<file path="src/rtl/mem_stage_lsu.sv">
// Memory stage with load/store unit: EX->MEM register, variable-latency
// load responses with a wait/hold buffer, lane extraction and forwarding.
module mem_stage_lsu #(
  parameter int XLEN   = 64,
  parameter int RF_AW  = 5,
  parameter int LANE_W = $clog2(XLEN/8)
) (
  input  logic              clk,
  input  logic              rst_n,
  input  logic              stall_mem,
  input  logic              stall_wb,
  input  logic              ex_valid,
  input  logic              ex_load,
  input  logic [1:0]        ex_size,
  input  logic              ex_unsigned,
  input  logic [LANE_W-1:0] ex_addr_lo,
  input  logic              ex_rf_we,
  input  logic [RF_AW-1:0]  ex_rf_waddr,
  input  logic [XLEN-1:0]   ex_result,
  input  logic [XLEN-1:0]   ex_pc,
  input  logic [31:0]       ex_inst,
  input  logic              dresp_valid,
  input  logic [XLEN-1:0]   dresp_rdata,
  input  logic              dresp_err,
  output logic              stall_req,
  output logic              wb_valid,
  output logic              wb_rf_we,
  output logic [RF_AW-1:0]  wb_rf_waddr,
  output logic [XLEN-1:0]   wb_rf_wdata,
  output logic [XLEN-1:0]   wb_pc,
  output logic [31:0]       wb_inst,
  output logic [1:0]        wb_exc,
  output logic              fwd_rf_we,
  output logic [RF_AW-1:0]  fwd_rf_waddr,
  output logic [XLEN-1:0]   fwd_wdata,
  output logic              fwd_data_ok
);

  typedef struct packed {
    logic              valid;
    logic              load;
    logic [1:0]        size;
    logic              uns;
    logic [LANE_W-1:0] lo;
    logic              rf_we;
    logic [RF_AW-1:0]  waddr;
    logic [XLEN-1:0]   result;
    logic [XLEN-1:0]   pc;
    logic [31:0]       inst;
  } mem_t;

  typedef enum logic [1:0] {IDLE, WAIT, HOLD} state_e;

  mem_t            st_q, st_d;
  state_e          state_q;
  logic [XLEN-1:0] buf_q;
  logic            buf_err_q;

  logic            mis, ld_act, hold, adv, serr, sgn;
  logic [XLEN-1:0] src, sh, mask, ld_data, wdata;
  logic [1:0]      exc;

  always_comb begin
    st_d = st_q;
    if (stall_mem && !stall_wb) begin
      st_d = '0;
    end else if (!stall_mem) begin
      st_d.valid  = ex_valid;
      st_d.load   = ex_load;
      st_d.size   = ex_size;
      st_d.uns    = ex_unsigned;
      st_d.lo     = ex_addr_lo;
      st_d.rf_we  = ex_rf_we;
      st_d.waddr  = ex_rf_waddr;
      st_d.result = ex_result;
      st_d.pc     = ex_pc;
      st_d.inst   = ex_inst;
    end
  end

  always_comb begin
    mis = 1'b0;
    if (st_q.valid && st_q.load) begin
      unique case (st_q.size)
        2'd0:    mis = 1'b0;
        2'd1:    mis = st_q.lo[0];
        2'd2:    mis = |st_q.lo[1:0];
        default: mis = (XLEN == 32) || (|st_q.lo);
      endcase
    end
  end

  assign ld_act    = st_q.valid && st_q.load && !mis;
  assign hold      = (state_q == HOLD);
  assign adv       = !(stall_mem && stall_wb);
  assign src       = hold ? buf_q : dresp_rdata;
  assign serr      = hold ? buf_err_q : dresp_err;
  assign stall_req = ld_act && !dresp_valid && !hold;

  assign sh = src >> {st_q.lo, 3'b000};

  always_comb begin
    unique case (st_q.size)
      2'd0: begin
        mask = XLEN'(8'hFF);
        sgn  = sh[7];
      end
      2'd1: begin
        mask = XLEN'(16'hFFFF);
        sgn  = sh[15];
      end
      2'd2: begin
        mask = XLEN'(32'hFFFF_FFFF);
        sgn  = sh[31];
      end
      default: begin
        mask = '1;
        sgn  = 1'b0;
      end
    endcase
    ld_data = (sh & mask) | ({XLEN{sgn && !st_q.uns}} & ~mask);
  end

  // an unstalled bubble or advance both retire the load from this stage
  always_ff @(posedge clk) begin
    if (!rst_n) begin
      st_q      <= '0;
      state_q   <= IDLE;
      buf_q     <= '0;
      buf_err_q <= 1'b0;
    end else begin
      st_q <= st_d;
      unique case (state_q)
        IDLE: begin
          if (ld_act && !adv) begin
            if (dresp_valid) begin
              buf_q     <= dresp_rdata;
              buf_err_q <= dresp_err;
              state_q   <= HOLD;
            end else begin
              state_q <= WAIT;
            end
          end
        end
        WAIT: begin
          if (dresp_valid) begin
            buf_q     <= dresp_rdata;
            buf_err_q <= dresp_err;
            state_q   <= adv ? IDLE : HOLD;
          end else if (adv) begin
            state_q <= IDLE;
          end
        end
        HOLD: if (adv) state_q <= IDLE;
        default: state_q <= IDLE;
      endcase
    end
  end

  assign exc   = mis ? 2'd1 :
                 (ld_act && !stall_req && serr) ? 2'd2 : 2'd0;
  assign wdata = ld_act ? ld_data : st_q.result;

  assign wb_valid     = st_q.valid && !stall_req;
  assign wb_exc       = wb_valid ? exc : 2'd0;
  assign wb_rf_we     = wb_valid && st_q.rf_we && (exc == 2'd0);
  assign wb_rf_waddr  = st_q.waddr;
  assign wb_rf_wdata  = wdata;
  assign wb_pc        = st_q.pc;
  assign wb_inst      = st_q.inst;
  assign fwd_rf_we    = st_q.valid && st_q.rf_we;
  assign fwd_rf_waddr = st_q.waddr;
  assign fwd_wdata    = wdata;
  assign fwd_data_ok  = !stall_req;

endmodule

</file>
<file path="config.mk">
export PLATFORM = sky130hd
export DESIGN_NAME = mem_stage_lsu
export DESIGN_NICKNAME = d
export VERILOG_FILES = /design/src/rtl/mem_stage_lsu.sv
export SDC_FILE = /design/constraint.sdc
export NUM_CORES = 1
export LEC_CHECK = 0
export CAP_MARGIN = 20
export CELL_PAD_IN_SITES_DETAIL_PLACEMENT = 1
export CELL_PAD_IN_SITES_GLOBAL_PLACEMENT = 1
export CORE_ASPECT_RATIO = 1.25
export CORE_MARGIN = 2
export CORE_UTILIZATION = 30
export CTS_CLUSTER_SIZE = 12
export DETAILED_ROUTE_END_ITERATION = 10
export PLACE_DENSITY_LB_ADDON = 0.12
export SYNTH_ARGS = -nofsm -noshare
export SYNTH_HDL_FRONTEND = slang
export SYNTH_SLANG_ARGS = --single-unit
</file>
<file path="constraint.sdc">
create_clock -name clk -period 3.81 [get_ports clk]
set_clock_uncertainty 0.2 [all_clocks]
set_input_delay 0.762 -clock clk [delete_from_list [all_inputs] [get_ports clk]]
set_output_delay 0.762 -clock clk [all_outputs]
set_load 0.02 [all_outputs]
</file>
# Word-level counts from Yosys, hierarchy flattened
# Index checks and enable logic that the tools add are counted.
[totals]
regBits = 241
latchBits = 0
mem_bits_rw = 0
mem_bits_ro = 0
input_bits = 244
output_inout_bits = 241
elab_cells = 74
memories = 0
[op_classes]
n_addsub = 0
mul = 0
div_mod_pow = 0
magnitude_cmp = 0
n_eq_ne = 5
shift = 1
mux = 22
bitwise = 5
n_reduce_logical = 28
[ops]
columns = ["op", "n"]
rows = [
  ["$mux 64", 4],
  ["$pmux 64 s3", 1],
  ["$and 64x64->64", 2],
  ["$pmux 64 s2", 1],
  ["$not 64->64", 1],
  ["$or 64x64->64", 1],
  ["$shr 64x6->64", 1],
  ["$mux 2", 8],
  ["$logic_and 1x1->1", 14],
  ["$logic_not 1->1", 6],
  ["$logic_not 2->1", 3],
  ["$pmux 1 s3", 2],
  ["$pmux 2 s3", 1],
  ["$eq 2x1->1 const B", 2],
  ["$eq 2x2->1 const B", 2],
  ["$mux 1", 4],
  ["$reduce_or 2->1", 2],
  ["$reduce_or 3->1", 1],
  ["$ne 2x2->1 const B", 1],
  ["$pmux 1 s2", 1],
  ["$reduce_and 2->1", 1],
  ["$reduce_bool 2->1", 1],
  ["$not 1->1", 1],
]

# Depth between registers and ports, before layout
# Gate-level depths: netlist of run 1.
[logic_depth]
depth_word = 14
depth_mapped = 11
mapped_depth_nobuf = 6

# Worst setup path before layout of run 1
# OpenSTA, ideal clock, no wires.
[synth_timing]
path_kind = "input-to-output"
start = "in dresp_rdata[39]"
end = "out wb_rf_wdata[20]"
arrival_ns = 2.608
t_required_ns = 2.848
path_slack_ns = 0.240
stages = 8
path_buffers = 3
path_cell_list = "mux4_1 > a22oi_1 > a31o_2 > or2_2 > buf_2 > buf_2 > o211ai_1 > buf_4"
[synth_via]
elab_chain_cells = 7
[synth_rtl]
columns = ["element", "line", "rtl"]
rows = [
  ["start: declaration", "23", "input logic [XLEN-1:0] dresp_rdata,"],
  ["$mux 64", "96", "assign src = hold ? buf_q : dresp_rdata;"],
  ["$shr 64x6->64", "100", "assign sh = src >> {st_q.lo, 3'b000};"],
  ["$pmux 1 s3", "103", "unique case (st_q.size)"],
  ["$logic_and 1x1->1", "121", "ld_data = (sh & mask) | ({XLEN{sgn && !st_q.uns}} & ~mask);"],
  ["$and 64x64->64", "121", ""],
  ["$or 64x64->64", "121", ""],
  ["$mux 64", "162", "assign wdata = ld_act ? ld_data : st_q.result;"],
  ["end: declaration", "29", "output logic [XLEN-1:0] wb_rf_wdata,"],
]
# Every way passes these cells.

# Worst setup path after layout of run 1
[layout_timing]
start = "in dresp_rdata[47]"
end = "out wb_rf_wdata[55]"
[layout_via]
elab_chain_cells = 7
elab_cells_between_ends = 8
classes_between = "1 x shift; 3 x mux; 3 x bitwise; 1 x reduce/logical"
[layout_rtl]
columns = ["element", "line"]
rows = [
  ["$mux 64 (*)", "96"],
  ["$shr 64x6->64 (*)", "100"],
  ["$pmux 1 s3", "103"],
  ["$logic_and 1x1->1", "121"],
  ["$and 64x64->64", "121"],
  ["$or 64x64->64 (*)", "121"],
  ["$mux 64 (*)", "162"],
]
# Every way passes the cells marked *; elsewhere a longest branch is shown, timed or not.

==> flow_summary_export.csv, run 1 <==
group,metric,value,unit
min_path,min_path_type,"reg -> reg",
flow_run,drv_cap,0,
worst_setup_path,crit_start,"dresp_rdata[47]",
timing,fin_crit,4.099,ns
route,routedWlPerCell,23.11,um
run_status,status,"complete, but fails checks",
yosys,syn_avg_cell_area,9.528,um^2
power,power_density,360.0,nW/um^2
layout,layout-drive-gt1-share,28.29,%
clock_tree,clk_latency,0.57,ns
clock_tree,cts_buffer_depth,3,
layout,syn_to_final_growth,54.68,%
timing,hold_viol_final,0,
clock_tree,cts_tree,"yes",
yosys,yosysWarnings,0,
global_routing,antenna_found_initial,0,
worst_setup_path,r2r_slack,0.82,ns
route,drt_first_iter_violations,431,
die,die_area,45010,um^2
power,power_frac_comb,20.7,%
yosys,yosys_most_used_dff,"dfxtp_1",
placement,dp_hpwl,41270,um
worst_setup_path,critPathLaunchType,"input pin",
clock_tree,cts_buffers,28,
yosys,syn_area,13000,um^2
global_routing,grt_pass1_wl,79270,um
timing,fin_crit_sh,107.6,%
route,routed_wl,54880,um
power,leakagePower,8.463,nW
worst_setup_path,path_class,"in -> out",
power,power.internal,0.005299,W
timing,worst_slack,-0.2893,ns
yosys,ys_seq_area_share,37.12,%
min_path,hp-start,"buf_q[4]",
power,p_seq_share,37.0,%
layout,n_antenna_cell,0,
timing,relSlewSlack,41.54,%
clock_tree,cts_hold_buf,0,
timing,rsz0062_at_grt,"true",
timing,drv_slew,0,
yosys,synth-seq-cells,241,
clock_tree,cts_sinks,241,
worst_setup_path,crit_arrival,3.14,ns
placement,place_inst,2276,
power,power.switching,0.001937,W
layout,instances_no_fill,2375,
worst_setup_path,cp_data_required_time,2.85,ns
yosys,synth_cells,1364,
route,drt-pass1-iter-count,5,
global_routing,grt_max_degree,105,
worst_setup_path,r2r_cells,9,
placement,place.port_buffers,484,
run_status,violations,"negative setup slack",
route,route.detailed.drc,0,
die,die_x,190.2,um
clock_tree,cts_root_buffer,"clkbuf_16",
min_path,whs_endpoint,"buf_q[4]",
yosys,synth-edff-count,0,
clock_tree,path_clk_slew,0.06,ns
die,core_area,42970,um^2
power,max-vdd-ir-drop,0.2909,mV
timing,setup_viol,124,
global_routing,gr-total-overflow,0,
power,power.share.switching,26.77,%
clock_tree,htree_levels,1,
route,drtAntennaViolNets,0,
min_path,holdPathStages,2,
route,vias,11620,
die,die_y,236.7,um
power,clkPwrFrac,42.3,%
die,boundaryPins,485,
yosys,synth-async-reset-ratio,0,%
worst_setup_path,cp_max_fo,8,
yosys,syn-num-nets,1608,
global_routing,grt_pass1_vias,12080,
die,row_count,85,
layout,final_nets,2032,
global_routing,grt.total_usage,23.49,%
route,avgViaCountPerCell,4.891,
layout,fin_util,46.79,%
timing,worst_pin_slew,0.8768,ns
yosys,ys_types,45,
worst_setup_path,r2r_start,"st_q[166]",
die,start_util,30.25,%
timing,timing.fmax,243.9,MHz
worst_setup_path,reg2reg_to,"buf_q[43]",
worst_setup_path,cp-end-kind,"output pin",
placement,place_congestion,0.8460,
## timing repair
action	4_1_cts	5_1_grt
gates resized for setup	616	229
pin swaps	15	23
endpoints found under the setup margin	133	132
endpoints found under the hold margin	0	0
buffers inserted	18	29
cloned	4	2
## registers in the layout, summed over array words and instances, names as in the netlist
| signal | count |
|---|---|
| wb_inst | 32 |
| fwd_rf_waddr | 5 |
| wb_pc | 64 |
| buf_q | 64 |
| buf_err_q | 1 |
| st_q | 73 |
| state_q | 2 |
## power by group through the flow
| stage | Combinational [W] | Clock, W | Sequential, W |
|---|---|---|---|
| 2_1_floorplan | 0.000746 | 0 | 0.00271 |
| 3_3_place_gp | 0.00140 | 0 | 0.00273 |
| 3_5_place_dp | 0.00141 | 0 | 0.00273 |
| 4_1_cts | 0.00142 | 0.00315 | 0.00268 |
| 5_1_grt | 0.00157 | 0.00326 | 0.00269 |
| 6_report | 0.00150 | 0.00306 | 0.00268 |
## how the worst max path moves through the flow
stage	to	slack, ns	cells after the start
after floorplan	wb_rf_wdata[20]	0.24	8
after global placement	fwd_wdata[35]	-0.64	8
after detailed placement	wb_rf_wdata[46]	-0.68	8
after CTS	wb_rf_wdata[13]	-0.31	7
after global routing	wb_rf_wdata[55]	-0.33	9
final	wb_rf_wdata[55]	-0.29	9
## placed cells by master (no fill, tap or decap), drive strengths merged, types with 5 or more instances in the layout
cell type / n
o22a: 7
o21ai: 16
bufinv: 5
buf: 310
nor3: 10
dfxtp: 241
nand3: 12
nor2: 192
a211o: 8
a22oi: 8
inv: 6
clkbuf: 45
nand2b: 9
o211ai: 7
dlygate4sd2: 5
a221o: 24
a21boi: 65
mux4: 67
a21oi: 18
mux2i: 191
clkdlybuf4s50: 346
nand2: 177
## metal layers
metal / up-vias / wire length, um / track usage [%] / part of all wire (%)
met5: - / 0 / 0 / 0
met4: 0 / 1698 / 7.494 / 3.1
met3: 69 / 3090 / 3.794 / 5.6
met2: 370 / 29310 / 44.54 / 53
met1: 5765 / 20780 / 26.47 / 38
li1: 5413 / - / - / -
## cell families (layout without fill, tap and decap cells)
| kind of cell | Yosys count | in the layout | share of synthesized area [%] |
|---|---|---|---|
| muxes | 261 | 261 | 26.61 |
| AOI/OAI and AO/OA | 167 | 167 | 9.801 |
| buffers and inverters | 279 | 724 | 13.62 |
| and+or+nand+nor | 416 | 417 | 12.84 |
| DFF | 241 | 241 | 37.12 |
## Yosys cell counts (3+ instances only)
cell type,count,area share [%]
nand2_1,177,5.1
inv_1,6,0.17
nand3_1,12,0.46
nor2_1,192,5.5
o22a_1,7,0.47
buf_6,6,0.52
a221o_1,24,1.8
o21ai_0,16,0.62
nand2b_1,7,0.34
buf_4,174,10
a22oi_1,8,0.46
o22ai_1,3,0.14
nor2b_1,4,0.19
a21boi_0,65,3.8
buf_2,7,0.27
mux2_2,3,0.26
dfxtp_1,241,37
and3_1,3,0.14
mux4_2,66,11
buf_1,11,0.32
clkbuf_1,74,2.1
o211ai_1,7,0.40
or2_2,3,0.14
a21oi_1,18,0.69
a211o_1,8,0.54
mux2i_1,191,15
nor3_1,10,0.39
## stage by stage
step	setup TNS, ns	worst slack [ns]	total power (W)	hold slack (ns)	cell area [um^2]
2_1_floorplan	0	0.2405	0.003451	0.2405	13000
6_report	-23.04	-0.2893	0.007237	0.2665	20100
3_5_place_dp	-72.36	-0.6827	0.004142	0.2600	18010
3_3_place_gp	-69.04	-0.6426	0.004126	0.2492	18010
5_1_grt	-30.33	-0.3276	0.007522	0.2878	20100
4_1_cts	-21.67	-0.3066	0.007247	0.2695	19160
## layout make-up
class | count | area [um^2]
Fill cell | 4727 | 22860
Clock inverter | 10 | 177.7
Sequential cell | 241 | 4836
Timing Repair Buffer | 666 | 6565
Clock buffer | 42 | 864.6
Inverter | 6 | 22.52
Tap cell | 565 | 706.9
Multi-Input combinational cell | 845 | 6930
## critical path: stages
cell and delay, ns:
clkdlybuf4s50_1 0.45, mux4_2 0.52, a221oi_2 0.30, or4b_4 0.22
a31oi_4 0.09, buf_12 0.16, buf_12 0.14, a221o_1 0.31
buf_2 0.18
Power figures use the tool's default switching activity.
==> run 2: changes to the inputs <==
--- a/config.mk
+++ b/config.mk
@@ -5,12 +5,14 @@
 export SDC_FILE = /design/constraint.sdc
 export NUM_CORES = 1
 export LEC_CHECK = 0
+export ABC_AREA = 1
 export CAP_MARGIN = 20
-export CELL_PAD_IN_SITES_DETAIL_PLACEMENT = 1
+export CELL_PAD_IN_SITES_DETAIL_PLACEMENT = 0
 export CELL_PAD_IN_SITES_GLOBAL_PLACEMENT = 1
 export CORE_ASPECT_RATIO = 1.25
 export CORE_MARGIN = 2
 export CORE_UTILIZATION = 30
+export CTS_BUF_LIST = sky130_fd_sc_hd__clkbuf_16
 export CTS_CLUSTER_SIZE = 12
 export DETAILED_ROUTE_END_ITERATION = 10
 export PLACE_DENSITY_LB_ADDON = 0.12
==> run 2 against run 1 <==
Against the previous run: synthesized area up 0.12%; design area up 0.31%; highest routed layer is now met5; global-route usage increased by 1.6 points; clock power fell by 11%; first-iteration DRC count increased by 75%; via count grew 22%; largest cell class unchanged; routed wire length is 6.4% higher; setup slack improved by 0.29 ns; maximum frequency up 7.6%; the flow still finishes with violations (negative setup slack).
==> flow_summary_export.csv, run 2 <==
group,metric,value,unit
run_status,status,"complete, but fails checks",
run_status,violations,"negative setup slack",
die,die_y,236.8,um
worst_setup_path,critPathLaunchType,"flop",
clock_tree,cts_tree,"yes",
yosys,synth_cells,1982,
die,core_area,42970,um^2
flow_run,drv_cap,0,
yosys,synth_area_leaders,"dfxtp_1 37%, nand2_1 16%, a21oi_1 12%",
yosys,synth_commonest_cells,"563 x nand2_1, 311 x a21oi_1, 241 x dfxtp_1",
yosys,synth-seq-cells,241,
clock_tree,cts_root_buffer,"clkbuf_16",
global_routing,gr-total-overflow,0,
power,leakagePower,8.480,nW
worst_setup_path,crit_arrival,2.85,ns
power,totalPowerFinal,0.007107,W
die,boundaryPins,485,
clock_tree,cts_buffer_depth,3,
timing,worst_slack,-0.001153,ns
route,drtAntennaViolNets,0,
yosys,post-synth-top-area-cell,"dfxtp_1",
worst_setup_path,r2r_slack,1.00,ns
layout,largest_register_ffs,73,
yosys,syn_avg_cell_area,6.565,um^2
clock_tree,htree_levels,1,
placement,place_ws,-0.5366,ns
timing,setup_viol,1,
yosys,yosys.area.top_type_share,37.08,%
clock_tree,clk_latency,0.59,ns
worst_setup_path,cp-end-kind,"output pin",
clock_tree,cts_hold_buf,0,
global_routing,grt_max_degree,95,
layout,layout_common_cells,"541 x nand2_1, 350 x clkdlybuf4s50_1, 251 x a21oi_1",
worst_setup_path,reg2reg_to,"buf_q[6]",
layout,layout-drive-gt1-share,21.60,%
timing,worst_pin_slew,0.9041,ns
worst_setup_path,crit_start,"state_q[1]",
yosys,ys_types,33,
yosys,synth-async-reset-ratio,0,%
worst_setup_path,r2r_start,"st_q[166]",
yosys,syn-num-nets,2226,
worst_setup_path,cp_max_fo,20,
route,avgViaCountPerCell,4.762,
die,row_count,85,
worst_setup_path,cpPeakStageDelay,0.37,ns
timing,setup-tns-final,-0.001153,ns
global_routing,antenna_found_initial,11,
worst_setup_path,cp_data_required_time,2.85,ns
layout,largest_register,"st_q",
timing,rsz0062_at_grt,"true",
power,power_density,352.4,nW/um^2
timing,fin_crit,3.811,ns
layout,final_nets,2619,
layout,layout_commonest_cell,"nand2_1",
min_path,min_path_type,"reg -> reg",
clock_tree,cts_sinks,241,
layout,nFillCells,4438,
yosys,yosysWarnings,0,
clock_tree,path_clk_slew,0.06,ns
placement,place_congestion,0.8765,
layout,instances_no_fill,2968,
clock_tree,cts_buffers,30,
timing,drv_slew,0,
worst_setup_path,path_class,"reg -> out",
timing,holdWs,0.2572,ns
yosys,ys_seq_area_share,37.08,%
route,routedWlPerCell,19.68,um
die,die_area,45060,um^2
worst_setup_path,cp.depth,13,
worst_setup_path,path_cells,"buf_12 -> nand2_8 -> buf_8 -> nand2_1 -> o21ai_1 -> o21ai_1 -> mux2i_1 -> buf_4 -> a21oi_1 -> a21oi_2 -> buf_4 -> buf_4 -> buf_6",
global_routing,grt_pass1_vias,13930,
die,start_util,30.28,%
route,vias,14130,
worst_setup_path,r2r_cells,12,
placement,dp_hpwl,42570,um
timing,timing.fmax,262.4,MHz
yosys,post-synth-top-count-cell,"nand2_1",
layout,syn_to_final_growth,54.99,%
global_routing,grt.total_usage,25.10,%
timing,hold_viol_final,0,
route,route.detailed.drc,0,
placement,place_inst,2864,
yosys,yosys_most_used_dff,"dfxtp_1",
route,drt-pass1-iter-count,5,
yosys,syn_area,13010,um^2
route,routed_wl,58420,um
route,drt_first_iter_violations,754,
timing,fin_crit_sh,100.0,%
yosys,synth-edff-count,0,
worst_setup_path,cp_common_cell,"buf_4",
worst_setup_path,setup.worst_path.end,"fwd_wdata[35]",
die,die_x,190.3,um
power,max-vdd-ir-drop,0.3594,mV
global_routing,grt_pass1_wl,86450,um
worst_setup_path,path_delay_family,"buffers and inverters",
worst_setup_path,cp_num_buf_inv,6,
worst_setup_path,cp_slowest_cell,"dfxtp_4",
timing,relSlewSlack,39.72,%
placement,place.port_buffers,484,
run 2: timing repair:
| item | CTS | global route |
|---|---|---|
| buffers inserted | 23 | 12 |
| pin swaps | 6 | 32 |
| cloned | 7 | 3 |
| endpoints found under the hold margin | 0 | 0 |
| resized for setup | 575 | 182 |
| endpoints found under the setup margin | 132 | 128 |
run 2: worst reg2reg max path, cell delays in order, from the launching register on:
cell and delay [ns]:
dfxtp_4 0.38, inv_6 0.13, buf_6 0.18, o21ai_4 0.10, a21oi_4 0.20, inv_2 0.17, buf_4 0.24, o21ai_2 0.16
nand3_2 0.12, inv_2 0.28, buf_4 0.34, o21ai_1 0.10, a21oi_1 0.14
run 2: metrics by stage:
stage	util (%)	instance area, um^2
floorplan	-	13010
global placement	41.83	17970
detailed placement	41.83	17970
CTS	45.42	19510
global route	46.92	20160
finish	46.93	20170
run 2: routing by layer:
layer / global-route usage [%] / wire [um] / up-vias / share of wire, %
met4: 6.507 / 1386 / 14 / 2.4
met1: 29.73 / 23540 / 6553 / 40
li1: - / - / 7076 / -
met5: 0 / 96 / - / 0.16
met3: 6.507 / 4040 / 81 / 6.9
met2: 44.67 / 29350 / 410 / 50
run 2: how the worst min path moves through the flow:
stage | depth (start not counted) | startpoint | slack (ns) | endpoint
after floorplan | 2 | buf_q[32] | 0.22 | buf_q[32]
after global placement | 2 | buf_q[36] | 0.24 | buf_q[36]
after detailed placement | 2 | buf_q[36] | 0.24 | buf_q[36]
after CTS | 2 | buf_q[36] | 0.26 | buf_q[36]
after global routing | 2 | buf_q[35] | 0.27 | buf_q[35]
final | 2 | buf_q[33] | 0.26 | buf_q[33]
run 2: layout make-up:
type / instances / area, um^2 / share of cell area [%]
multi-input combinational: 1349 / 6804 / 33.74
sequential: 241 / 4835 / 23.97
clock inverter: 25 / 171.4 / 0.8500
clock buffer: 30 / 750.7 / 3.723
inverter: 83 / 325.3 / 1.613
timing repair buffer: 670 / 6560 / 32.53
tap: 565 / 706.9 / 3.506
antenna: 5 / 12.51 / 0.06205
run 2: where the power goes:
part	internal, W	switching [W]	total, W
Combinational	0.000804	0.000917	0.00172
Sequential	0.00261	0.0000489	0.00266
Clock	0.00155	0.00118	0.00273
Total	0.00497	0.00214	0.00711
run 2: kinds of logic after synthesis:
logic type	share of synthesized area [%]
flip-flops	37.08
AND/OR/NAND/NOR	24.51
multiplexers	0.5385
AO/OA/AOI/OAI	21.11
buffers and inverters	16.76
==> run 3: changes to the inputs <==
--- a/config.mk
+++ b/config.mk
@@ -11,7 +11,7 @@
 export CELL_PAD_IN_SITES_GLOBAL_PLACEMENT = 1
 export CORE_ASPECT_RATIO = 1.25
 export CORE_MARGIN = 2
-export CORE_UTILIZATION = 30
+export CORE_UTILIZATION = 31
 export CTS_BUF_LIST = sky130_fd_sc_hd__clkbuf_16
 export CTS_CLUSTER_SIZE = 12
 export DETAILED_ROUTE_END_ITERATION = 10
==> run 3 against run 2 <==
Against the previous run: die area shrank 3.2%; maximum frequency up 0.29%; hold slack improved by 0.0011 ns; critical path depth shrank 2; sequential cell count is the same; design area decreased by 2.8%; the run now ends clean.
==> flow_summary_export.csv, run 3 (synthesis gave the netlist of run 2 again) <==
group,metric,value,unit
flow_run,drv_cap,0,
worst_setup_path,path_delay_family,"buffers and inverters",
timing,worst_pin_slew,0.8211,ns
clock_tree,cts_tree,"yes",
worst_setup_path,path_cells,"nand2_4 -> buf_12 -> buf_16 -> o21ai_2 -> o21ai_2 -> mux2i_2 -> buf_4 -> buf_4 -> nor2_1 -> o31ai_2 -> buf_4",
die,row_count,83,
layout,seq_area,4833,um^2
clock_tree,cts_buffers,29,
timing,hold_viol_final,0,
layout,layout_common_cells,"550 x nand2_1, 348 x clkdlybuf4s50_1, 262 x a21oi_1",
clock_tree,htree_levels,1,
die,die_area,43640,um^2
power,clkPwrFrac,40.1,%
timing,rsz0062_at_grt,"true",
route,routedWlPerCell,19.95,um
timing,drv_slew,0,
power,max-vdd-ir-drop,0.3117,mV
timing,setup-tns-final,0,ns
layout,layout-drive-gt1-share,20.37,%
worst_setup_path,cp_common_cell,"buf_4",
die,core_area,41230,um^2
route,vias,14230,
worst_setup_path,critPathLaunchType,"flop",
layout,largest_register_ffs,73,
die,start_util,31.56,%
global_routing,grt.total_usage,25.61,%
layout,syn_to_final_growth,50.59,%
route,avgViaCountPerCell,4.841,
clock_tree,cts_root_buffer,"clkbuf_16",
die,die_x,187.2,um
clock_tree,clk_latency,0.57,ns
worst_setup_path,cp-end-kind,"output pin",
global_routing,antenna_found_initial,12,
layout,final_nets,2607,
worst_setup_path,cp_num_buf_inv,5,
timing,timing.fmax,263.1,MHz
route,route.detailed.drc,0,
global_routing,gr-total-overflow,0,
power,power_density,360.4,nW/um^2
die,die_y,233.1,um
layout,layout_commonest_cell,"nand2_1",
power,totalPowerFinal,0.007062,W
power,power.switching,0.002091,W
timing,fin_crit,3.800,ns
route,drtAntennaViolNets,0,
run_status,status,"finished clean",
layout,nFillCells,4299,
worst_setup_path,cp_slowest_cell,"dfxtp_4",
power,p_seq_share,37.7,%
worst_setup_path,path_class,"reg -> out",
worst_setup_path,cp_max_fo,29,
worst_setup_path,crit_arrival,2.84,ns
clock_tree,path_clk_slew,0.06,ns
worst_setup_path,cpPeakStageDelay,0.38,ns
power,leakagePower,8.321,nW
placement,place_inst,2862,
worst_setup_path,cp_data_required_time,2.85,ns
layout,largest_register,"st_q",
clock_tree,cts_buffer_depth,3,
timing,fin_crit_sh,99.74,%
global_routing,grt_pass1_vias,13850,
route,routed_wl,58650,um
global_routing,grt_max_degree,176,
power,power.internal,0.004971,W
route,drt_first_iter_violations,747,
clock_tree,cts_sinks,241,
timing,relSlewSlack,45.26,%
route,drt-pass1-iter-count,5,
min_path,min_path_type,"reg -> reg",
global_routing,grt_pass1_wl,85490,um
placement,place_congestion,0.8618,
layout,instances_no_fill,2940,
power,power.share.switching,29.61,%
die,boundaryPins,485,
timing,holdWs,0.2583,ns
layout,multi_input_area,6583,um^2
placement,place.port_buffers,484,
placement,dp_hpwl,43420,um
timing,setup_viol,0,
power,power_frac_comb,22.2,%
==> run 3: cell count changes in the layout (fill, tap and decap cells not counted), moves of 9 or more <==
cell	previous run	this run
nand2_2	20	10
a21oi_4	26	9
clkbuf_2	2	19
buf_6	56	10
clkdlybuf4s15_2	6	20
a21oi_1	251	262
nand2_1	541	550
==> run 3: power groups by stage <==
stage               sequential, W  combinational (W)  clock (W)
floorplan                 0.00270           0.000756          0
detailed placement        0.00271            0.00151          0
CTS                       0.00266            0.00154    0.00291
global route              0.00267            0.00168    0.00301
global placement          0.00271            0.00151          0
finish                    0.00266            0.00157    0.00283
==> run 3: path summary, 6_finish.rpt <==
kind,start,end,slack (ns),depth (start not counted)
worst max-delay path,state_q[1],wb_rf_wdata[6],0.01,11
worst min-delay path,buf_q[32],buf_q[32],0.26,2
worst max register to register,st_q[166],buf_q[58],0.98,13
worst min register to register,buf_q[32],buf_q[32],0.26,2
==> run 3: through the flow <==
step,util [%],setup WS [ns],instance area (um^2)
final,47.53,0.009743,19590
after global routing,47.52,-0.08921,19590
after CTS,47.22,-0.04483,19470
after detailed placement,43.72,-0.6750,18020
after global placement,43.72,-0.7136,18020
after floorplan,-,0.5622,13010
==> run 3: area by class of cell <==
class | instances | area share (%)
Clock inverter | 25 | 1.162
Timing Repair Buffer | 660 | 31.70
Clock buffer | 29 | 3.704
Tap cell | 552 | 3.525
Sequential cell | 241 | 24.67
Inverter | 83 | 1.622
Antenna cell | 2 | 0.02554
Multi-Input combinational cell | 1348 | 33.60
==> run 3: what timing repair did <==
action / 4_1_cts / 5_1_grt
hold buffers: 0 / 0
buffers inserted: 14 / 2
pin swaps: 13 / 27
endpoints found under the setup margin: 129 / 118
gates cloned: 3 / 5
resized for setup: 454 / 168
==> run 3: routing by layer <==
layer / track usage (%) / part of all wire, % / vias to the layer above / wire [um]
li1: - / - / 7026 / -
met1: 29.85 / 40 / 6607 / 23280
met2: 45.20 / 49 / 471 / 29030
met3: 7.016 / 7.2 / 112 / 4246
met4: 8.780 / 3.4 / 18 / 1989
met5: 0 / 0.20 / - / 115
==> run 3: worst register-to-register path: cells and delay by family (launching register included) <==
family,cells,cell delay [ns]
buf+inv,6,1.31
compound gates,5,0.65
flops,1,0.35
simple gates,2,0.25
